### src/rtl/seq_multiplier.sv
// seq_multiplier
//   Iterative shift-add multiplier for the ALU multiplier path. The block forms one
//   partial product per cycle and accumulates it, so an operation takes WIDTH cycles.
//   Signed operands are converted to magnitudes at capture time. The sign of the
//   result is then applied once, when the operation completes.
//
// Parameters
//   WIDTH  operand width in bits (>= 2); the product is 2*WIDTH bits wide
//   CNT_W  iteration counter width; 2**CNT_W must be greater than WIDTH
//
// Ports
//   clk        system clock; all state changes on the rising edge
//   rst_n      synchronous active-low reset
//   start      request to sample a, b and is_signed; accepted only while not busy
//   is_signed  1 = two's complement operands, 0 = unsigned operands
//   a          multiplicand
//   b          multiplier
//   busy       high while an operation is in progress
//   done       one-cycle pulse when product holds a new result
//   product    result; held stable until the next completion
module seq_multiplier #(
  parameter int WIDTH = 32,
  parameter int CNT_W = 6
) (
  input  logic               clk,
  input  logic               rst_n,
  input  logic               start,
  input  logic               is_signed,
  input  logic [WIDTH-1:0]   a,
  input  logic [WIDTH-1:0]   b,
  output logic               busy,
  output logic               done,
  output logic [2*WIDTH-1:0] product
);

  typedef enum logic {IDLE, RUN} state_t;

  localparam logic [CNT_W-1:0] LAST_CNT = CNT_W'(WIDTH - 1);

  state_t             state, state_next;
  logic [WIDTH-1:0]   mcand, mcand_next;
  logic [WIDTH-1:0]   hi, hi_next;
  logic [WIDTH-1:0]   lo, lo_next;
  logic [CNT_W-1:0]   cnt, cnt_next;
  logic               neg, neg_next;
  logic               busy_next, done_next;
  logic [2*WIDTH-1:0] product_next;

  logic [WIDTH-1:0]   a_mag, b_mag, pp;
  logic [WIDTH:0]     sum;
  logic [2*WIDTH-1:0] acc;

  // Negating the most negative value wraps back to itself. Read as unsigned, that is
  // exactly its magnitude, so no extra bit is needed.
  assign a_mag = a[WIDTH-1] ? -a : a;
  assign b_mag = b[WIDTH-1] ? -b : b;

  // One shift-add step. The carry out of the add becomes the new top bit of hi.
  // The multiplier bit that was just consumed drops off the bottom of lo.
  assign pp  = mcand & {WIDTH{lo[0]}};
  assign sum = {1'b0, hi} + {1'b0, pp};
  assign acc = {sum, lo[WIDTH-1:1]};

  always_ff @(posedge clk) begin
    if (!rst_n) begin
      state   <= IDLE;
      mcand   <= '0;
      hi      <= '0;
      lo      <= '0;
      cnt     <= '0;
      neg     <= 1'b0;
      busy    <= 1'b0;
      done    <= 1'b0;
      product <= '0;
    end else begin
      state   <= state_next;
      mcand   <= mcand_next;
      hi      <= hi_next;
      lo      <= lo_next;
      cnt     <= cnt_next;
      neg     <= neg_next;
      busy    <= busy_next;
      done    <= done_next;
      product <= product_next;
    end
  end

  always_comb begin
    state_next   = state;
    mcand_next   = mcand;
    hi_next      = hi;
    lo_next      = lo;
    cnt_next     = cnt;
    neg_next     = neg;
    busy_next    = busy;
    done_next    = 1'b0;
    product_next = product;

    unique case (state)
      IDLE: begin
        if (start) begin
          mcand_next = is_signed ? a_mag : a;
          lo_next    = is_signed ? b_mag : b;
          neg_next   = is_signed & (a[WIDTH-1] ^ b[WIDTH-1]);
          hi_next    = '0;
          cnt_next   = '0;
          busy_next  = 1'b1;
          state_next = RUN;
        end
      end
      RUN: begin
        hi_next  = acc[2*WIDTH-1:WIDTH];
        lo_next  = acc[WIDTH-1:0];
        cnt_next = cnt + CNT_W'(1);
        if (cnt == LAST_CNT) begin
          // Negating a zero magnitude gives zero, so neg needs no special case here.
          product_next = neg ? -acc : acc;
          done_next    = 1'b1;
          busy_next    = 1'b0;
          state_next   = IDLE;
        end
      end
      default: state_next = IDLE;
    endcase
  end

endmodule

### config.mk
export PLATFORM = sky130hd
export DESIGN_NAME = seq_multiplier
export DESIGN_NICKNAME = d
export VERILOG_FILES = /design/src/rtl/seq_multiplier.sv
export SDC_FILE = /design/constraint.sdc
export NUM_CORES = 1
export LEC_CHECK = 0
export BUFFER_PORTS_ARGS = -buffer_cell sky130_fd_sc_hd__clkbuf_2
export CAP_MARGIN = 20
export CORE_MARGIN = 2
export CORE_UTILIZATION = 50
export CTS_BUF_LIST = sky130_fd_sc_hd__clkbuf_8
export CTS_CLUSTER_DIAMETER = 50
export DETAILED_ROUTE_END_ITERATION = 7
export MAX_ROUTING_LAYER = met4
export PLACE_DENSITY = 0.82
export SYNTH_ARGS = -nofsm -noshare
export SYNTH_HDL_FRONTEND = slang
export SYNTH_SLANG_ARGS = --single-unit
### constraint.sdc
create_clock -name clk -period 7.9 [get_ports clk]
set_clock_uncertainty 0.2 [all_clocks]
set_input_delay 1.185 -clock clk [delete_from_list [all_inputs] [get_ports clk]]
set_output_delay 1.185 -clock clk [all_outputs]
set_load 0.02 [all_outputs]
# ---- Word level (Yosys, flattened, before mapping)
# Cells that the tools add are included.
dict set report word_totals {
  regBits 170
  inputBits 68
  elab_cells 43
}
dict set report classes {
  addsub 5
  eq_ne 3
  n_mux 18
  bitwise 4
  n_reduce_logical 4
}
# operator count
set ops {}
lappend ops {{32-bit 2-to-1 mux} 6}
lappend ops {{32-bit case mux with 2 select lines} 2}
lappend ops {{64-bit 2-to-1 mux} 1}
lappend ops {{32-bit negation} 2}
lappend ops {{64-bit negation} 1}
lappend ops {{32-bit by 32-bit adder with 33-bit output} 1}
lappend ops {{32-bit bitwise AND} 1}
lappend ops {{6-bit case mux with 2 select lines} 1}
lappend ops {{2-bit AND reduction} 4}
lappend ops {{6-bit by 1-bit adder with 6-bit output (second input constant)} 1}
lappend ops {{6-bit by 5-bit == test with 1-bit output (second input constant)} 1}
lappend ops {{6-bit 2-to-1 mux} 1}
lappend ops {{1-bit 2-to-1 mux} 5}
lappend ops {{1-bit case mux with 2 select lines} 2}
lappend ops {{2-bit by 1-bit inequality test with 1-bit output (second input constant)} 1}
lappend ops {{2-bit inequality test (second input constant)} 1}
lappend ops {{1-bit bitwise AND} 1}
lappend ops {{1-bit inverter} 1}
lappend ops {{1-bit bitwise XOR} 1}

# ---- Depth between registers and ports, before layout
# Gate-level depths: netlist of run 1.
dict set report logic_depth {
  word_depth 5
  ltp_mapped 15
  ltp_nobuf 13
}

# ---- Worst setup path before layout of run 1
# Ideal clock, no wire load.
dict set report synth_path {
  kind {register to register}
  start {register lo[0]}
  end {register product[63]}
  t_arrival_ns 4.037
  path_slack_ns 3.544
  stages_incl_launch_ff 15
  n_path_buf 2
  cell_sequence {dfxtp_1 -> clkbuf_1 -> and2_1 -> ha_1 -> fa_1 -> or3_1 -> nor3_2 -> or4b_4 -> or3_4 -> or3_1 -> buf_2 -> or4_4 -> o41ai_2 -> xor2_1 -> o21ai_1}
}
dict set report synth_between {
  elab_chain_len 4
}
# element line
set synth_lines {}
lappend synth_lines {{start, declared} 43} ;# logic [WIDTH-1:0] lo, lo_next;
lappend synth_lines {{start signal, assigned} 79} ;# lo <= lo_next;
lappend synth_lines {{32-bit bitwise AND *} 60} ;# assign pp = mcand & {WIDTH{lo[0]}};
lappend synth_lines {{32-bit by 32-bit adder with 33-bit output *} 61} ;# assign sum = {1'b0, hi} + {1'b0, pp};
lappend synth_lines {{64-bit negation} 117} ;# product_next = neg ? -acc : acc;
lappend synth_lines {{64-bit 2-to-1 mux *} 117}
lappend synth_lines {{end signal, assigned} 84} ;# product <= product_next;
lappend synth_lines {{end, declared} 33} ;# output logic [2*WIDTH-1:0] product
# Every way passes the cells marked *; elsewhere a longest branch is shown, timed or not.
# A chain may end at the register's enable or synchronous reset.

# ---- Worst setup path after layout of run 1
dict set report layout_path {
  start {register lo[1]}
  end {register product[56]}
}
dict set report layout_between {
  elab_chain_len 2
}
# element line
set layout_lines {}
lappend layout_lines {{64-bit negation} 117}
lappend layout_lines {{64-bit 2-to-1 mux} 117}
# No other way between the ends.

==> results of run 1 <==
## sequential cells by signal, summed over array words and instances (netlist names)
| register | count |
|---|---|
| mcand | 32 |
| product | 64 |
| busy | 1 |
| hi | 32 |
| lo | 32 |
| state | 1 |
| done | 1 |
| neg | 1 |
| cnt | 6 |
## final timing paths
check / from / end / slack [ps] / cells after the start
worst max-delay path: lo[1] / product[56] / 2840 / 12
worst min-delay path: product[44] / product[44] / 260 / 2
worst max register to register: lo[1] / product[56] / 2840 / 12
worst min register to register: product[44] / product[44] / 260 / 2
## metrics by stage
step / hold WS [ps] / area (µm²) / power (W)
final: 260 / 12500 / 0.00194
after floorplan: 232 / 11300 / 0.00116
after CTS: 259 / 12500 / 0.00194
after global placement: 239 / 12000 / 0.00125
after detailed placement: 246 / 12000 / 0.00126
after global routing: 276 / 12500 / 0.00202
## worst min-delay path: cells and delay by family (launching register included)
family             cells  cell delay [ps]
DFF                    1              320
and+or+nand+nor        1               50
AOI/OAI and AO/OA      1               50
## power groups by stage
stage               combinational, W  clock (W)  sequential (W)
floorplan                   0.000233          0        0.000925
global placement            0.000303          0        0.000949
detailed placement          0.000311          0        0.000951
CTS                         0.000312   0.000695        0.000931
global route                0.000350   0.000730        0.000938
finish                      0.000316   0.000688        0.000933
## cell type report
class,instances,area [µm²]
fillers,2126,9970
multi-input cells,1197,7450
flip-flops and latches,170,3410
repair buffers,141,726
well taps,285,357
clock buffers,17,234
clock inverters,15,205
inverters,22,85.1
## synthesized netlist by cell type (all sizes together), types with 13 or more instances
master    n
inv      21
xor2     85
nor2    228
xnor2    40
o31ai    26
o21ai    80
and2     43
nor3b    34
nor4     14
a31oi    13
or4      16
a211oi   96
a21oi   134
clkbuf   97
ha       36
a21o     14
or3      28
o41ai    16
a311oi   14
nand3    21
nand4    13
dfxtp   170
nor3     34
nand2    99
## cell families after synthesis
logic type      count (synthesis)  share of synthesized area (%)
compound gates                447                           25.6
xor+xnor                      125                           9.66
fa+ha+maj                      37                           4.15
buf+inv                       130                           4.32
flops                         170                           30.0
mux                             6                          0.530
simple gates                  582                           25.7
## metal layers
metal | share of wire [%] | vias up
met5 | 0 | -
met4 | 1.7 | 0
met3 | 7.8 | 46
met2 | 43 | 462
met1 | 48 | 5244
li1 | - | 5546
==> results.toml, run 1 <==
[status]
status = "finished clean"

[critical_path]
cp.arrival_ps = 5260
crit_family = "simple AND/OR/NAND/NOR gates"
cp_slowest_cell = "o41ai_1"
crit_fanout = 6
cp_data_required_time_ps = 8100
crit_type = "flop to flop"
end_kind = "flop"
crit_path_start_kind = "flop"
crit_path_max_incr_delay_ps = 810
critical_path_buf_inv_count = 1
path_cells = "inv_1 > ha_1 > or4b_1 > or4_1 > nor3_1 > nand4_1 > o41ai_1 > a21boi_1 > nor4b_2 > a21oi_1 > xnor2_1 > a211oi_1"

[sta]
hold_viol = 0
fin_setup_tns_ps = 0
setup_viol = 0
finalCritPeriodShare_pct = 64.1
slew_headroom_pct = 29.8
rsz0062_at_grt = "no"
worst_slew_pin_slew_ps = 1050
fmax_mhz = 198
report.final.slew_viol_count = 0
worst_slack_ps = 2840
min_period_ps = 5060

[drt]
vias_per_cell = 6.12
wirelength_um = 33400
ant_nets = 0
wl_per_cell_um = 18.1
first_pass_iters = 5
drtIter0Drc = 1064
via_count = 11300
route.detailed.drc = 0

[cells_and_area]
nets = 1654
fin_util_pct = 55.5
area_growth_pct = 10.0
drive_gt1_share_pct = 12.8
layout_common_cells = "228 x nor2_1, 168 x dfxtp_1, 134 x a21oi_1"
final_common_cell = "nor2_1"
n_antenna_cell = 0
final_cells = 1847

[placed_design]
dp_hpwl_um = 25000
place.gp.congestion = 1.06
dp.cells = 1815
dp_slack_ps = 2950
port_buffers = 133

[global_route]
track_usage_pct = 28.5
busiest_layer = "met2"
grt_pass1_vias = 10200
grt_use_met3_pct = 5.04
grt_max_degree = 109
grt_pass1_wl_um = 53900
grt_use_met2_pct = 41.7
use_met1_pct = 40.6
grt.overflow.total = 0
antenna_found_initial = 0

[clock_network]
post_cts_resized = 0
htreeDepth = 4
clock_path_buffers = 2
path_clk_slew_ps = 100
holdBufCountCts = 0
cts_tree = "built"
post-cts-setup-buffers = 0
cts_sinks = 170
root_buffer = "clkbuf_8"
numCtsBuffers = 17
clock_insertion_delay_worst_skew_ps = 490

[synthesis]
synth_cells = 1497
ys_seq_elements = 170
synth_edf_count = 0
synth_top_cell_by_area = "dfxtp_1"
yosys.area.top_type_share_pct = 30.0
synthTopCellsByArea = "dfxtp_1 30%, nor2_1 7.6%, xor2_1 6.6%"
ys_warn_count = 0
syn_nets = 1602
synth_ff_type = "dfxtp_1"
postSynthAreaPerCell_um2 = 7.57
synth-async-reset-ratio_pct = 0
synth.cell_area_um2 = 11300
synth.distinct_cells = 72
ys_seq_area_share_pct = 30.0

[power_and_ir_drop]
ir_drop_v = 0.0000873
pwr-share-comb_pct = 16.3
power_frac_seq_pct = 48.2
switching_power_w = 0.000634
internal_power_w = 0.00130
powerDensity_nw_per_um2 = 155
p_sw_share_pct = 32.7
power_leakage_nw = 4.89
p_clk_share_pct = 35.5

[floorplan]
start_util_pct = 50.5
fp-row-count = 55
core-area_um2 = 22400
io_pins = 134
die_h_um = 155
die_x_um = 155
die-area_um2 = 23900

[min_path]
worstHoldPathType = "flop to flop"

[run]
maxCapViolations = 0
Note: power is estimated with default switching activity, not from simulation.
==> run 2: changes to the inputs <==
Settings changed: PLACE_DENSITY 0.82 to 0.85.
Clock period 7.9 ns to 4.5 ns, I/O delays scaled along.
==> results.toml, run 2 (synthesized netlist as in run 1, its figures left out) <==
[critical_path]
worstSetupPathDepth = 12
crit_family = "simple AND/OR/NAND/NOR gates"
crit_fanout = 5
crit_path_start_kind = "flop"
cp.arrival_ps = 4450
reg2regPathDepth = 12
end_kind = "flop"
path_cells = "and2_1 > ha_1 > fa_2 > or3_1 > nor3_2 > or4b_4 > or3_4 > or3_1 > or4_4 > o41ai_2 > xor2_1 > o21ai_1"
critical_path_buf_inv_count = 0
crit_path_max_incr_delay_ps = 500
cp_slowest_cell = "or4b_4"
cp_data_required_time_ps = 4660
crit_top_cell = "or3_1"
crit_type = "flop to flop"

[cells_and_area]
fill_cells = 2074
largest_register_ffs = 64
drive_gt1_share_pct = 15.0
largest_register = "product"
n_antenna_cell = 0
area_growth_pct = 12.3
final_common_cell = "nor2_1"
layout_common_cells = "228 x nor2_1, 168 x dfxtp_1, 132 x a21oi_1, 132 x clkbuf_2, 99 x nand2_1"
nets = 1683

[global_route]
grt_pass1_wl_um = 53400
grt_max_degree = 104
track_usage_pct = 28.1
grt.overflow.total = 0
grt_pass1_vias = 10400
antenna_found_initial = 0

[power_and_ir_drop]
power_leakage_nw = 5.04
internal_power_w = 0.00230
pwr-share-comb_pct = 17.4
p_clk_share_pct = 34.3
p_sw_share_pct = 31.6
switching_power_w = 0.00106
power_frac_seq_pct = 48.3
ir_drop_v = 0.000200
powerDensity_nw_per_um2 = 264

[sta]
rsz0062_at_grt = "no"
finalCritPeriodShare_pct = 95.4
report.final.slew_viol_count = 0
setup_viol = 0
worst_slack_ps = 206
fmax_mhz = 233
min_period_ps = 4290
hold_viol = 0
fin_setup_tns_ps = 0
worst_slew_pin_slew_ps = 1020
slew_headroom_pct = 32.3

[clock_network]
clock_path_buffers = 2
clock_insertion_delay_worst_skew_ps = 480
path_clk_slew_ps = 100
root_buffer = "clkbuf_8"
numCtsBuffers = 17
htreeDepth = 4
cts_tree = "built"
holdBufCountCts = 0
cts_sinks = 170

[floorplan]
start_util_pct = 50.5
core-area_um2 = 22400
io_pins = 134
fp-row-count = 55
die-area_um2 = 23900
die_h_um = 155
die_x_um = 155

[drt]
vias_per_cell = 6.16
drtIter0Drc = 1124
wl_per_cell_um = 17.6
via_count = 11600
first_pass_iters = 5
route.detailed.drc = 0
wirelength_um = 33100
ant_nets = 0

[min_path]
holdPathStages = 2
worstHoldPathType = "flop to flop"

[placed_design]
port_buffers = 133
dp_hpwl_um = 25200
place.gp.congestion = 0.990
dp_slack_ps = 121

[status]
status = "finished clean"

[run]
maxCapViolations = 0
run 2: cell types whose count changed in the layout (fill, tap and decap cells not counted), sizes merged:
cell and delta:
clkinvlp -1, buf +29, clkbuf +1, clkinv -1
run 2: final cells by class:
cell class                      instances  area (µm²)  area share [%]
Tap cell                              285         357            2.80
Inverter                               22        85.1           0.669
Multi-Input combinational cell       1197        7510            59.0
Sequential cell                       170        3410            26.8
Clock inverter                         13         164            1.29
Clock buffer                           18         248            1.95
Timing Repair Buffer                  170         947            7.45
run 2: routing by layer:
| layer | track usage, % | vias to the layer above | routed length (µm) |
|---|---|---|---|
| li1 | - | 5621 | - |
| met1 | 39.6 | 5339 | 15100 |
| met2 | 40.7 | 531 | 14000 |
| met3 | 5.97 | 65 | 3210 |
| met4 | 7.80 | 0 | 711 |
| met5 | - | - | 0 |
run 2: worst reg2reg max path, cell delays in order, from the launching register on:
cell     delay, ps
dfxtp_1        400
and2_1         150
ha_1           190
fa_2           460
or3_1          430
nor3_2         190
or4b_4         500
or3_4          370
or3_1          350
or4_4          430
o41ai_2        260
xor2_1         190
o21ai_1         70
run 2: repair_timing:
action,CTS,global route
setup buffers,0,1
endpoints found under the hold margin,0,0
gates resized for setup,0,15
setup endpoints to repair,0,14
run 2: stage by stage:
| stage | instance area, µm² | power (W) | util, % | hold WS [ps] | instances |
|---|---|---|---|---|---|
| after global routing | 12700 | 0.00351 | 56.7 | 280 | 1875 |
| final | 12700 | 0.00336 | 56.7 | 258 | 1875 |
| after detailed placement | 12200 | 0.00223 | 54.5 | 245 | 1843 |
| after global placement | 12200 | 0.00221 | 54.5 | 240 | 1843 |
| after floorplan | 11300 | 0.00203 | - | 232 | 1497 |
| after CTS | 12600 | 0.00336 | 56.4 | 257 | 1874 |
run 2: final timing paths:
check / from / to / slack [ps]
setup / recovery: lo[0] / product[63] / 210
hold / removal: product[42] / product[42] / 260
setup reg to reg: lo[0] / product[63] / 210
hold reg to reg: product[42] / product[42] / 260
run 2: power groups by stage:
| stage | logic (W) | clock network, W | registers (W) |
|---|---|---|---|
| global placement | 0.000553 | 0 | 0.00165 |
| finish | 0.000584 | 0.00115 | 0.00163 |
| CTS | 0.000571 | 0.00116 | 0.00162 |
| global route | 0.000648 | 0.00123 | 0.00163 |
| detailed placement | 0.000569 | 0 | 0.00166 |
| floorplan | 0.000409 | 0 | 0.00162 |
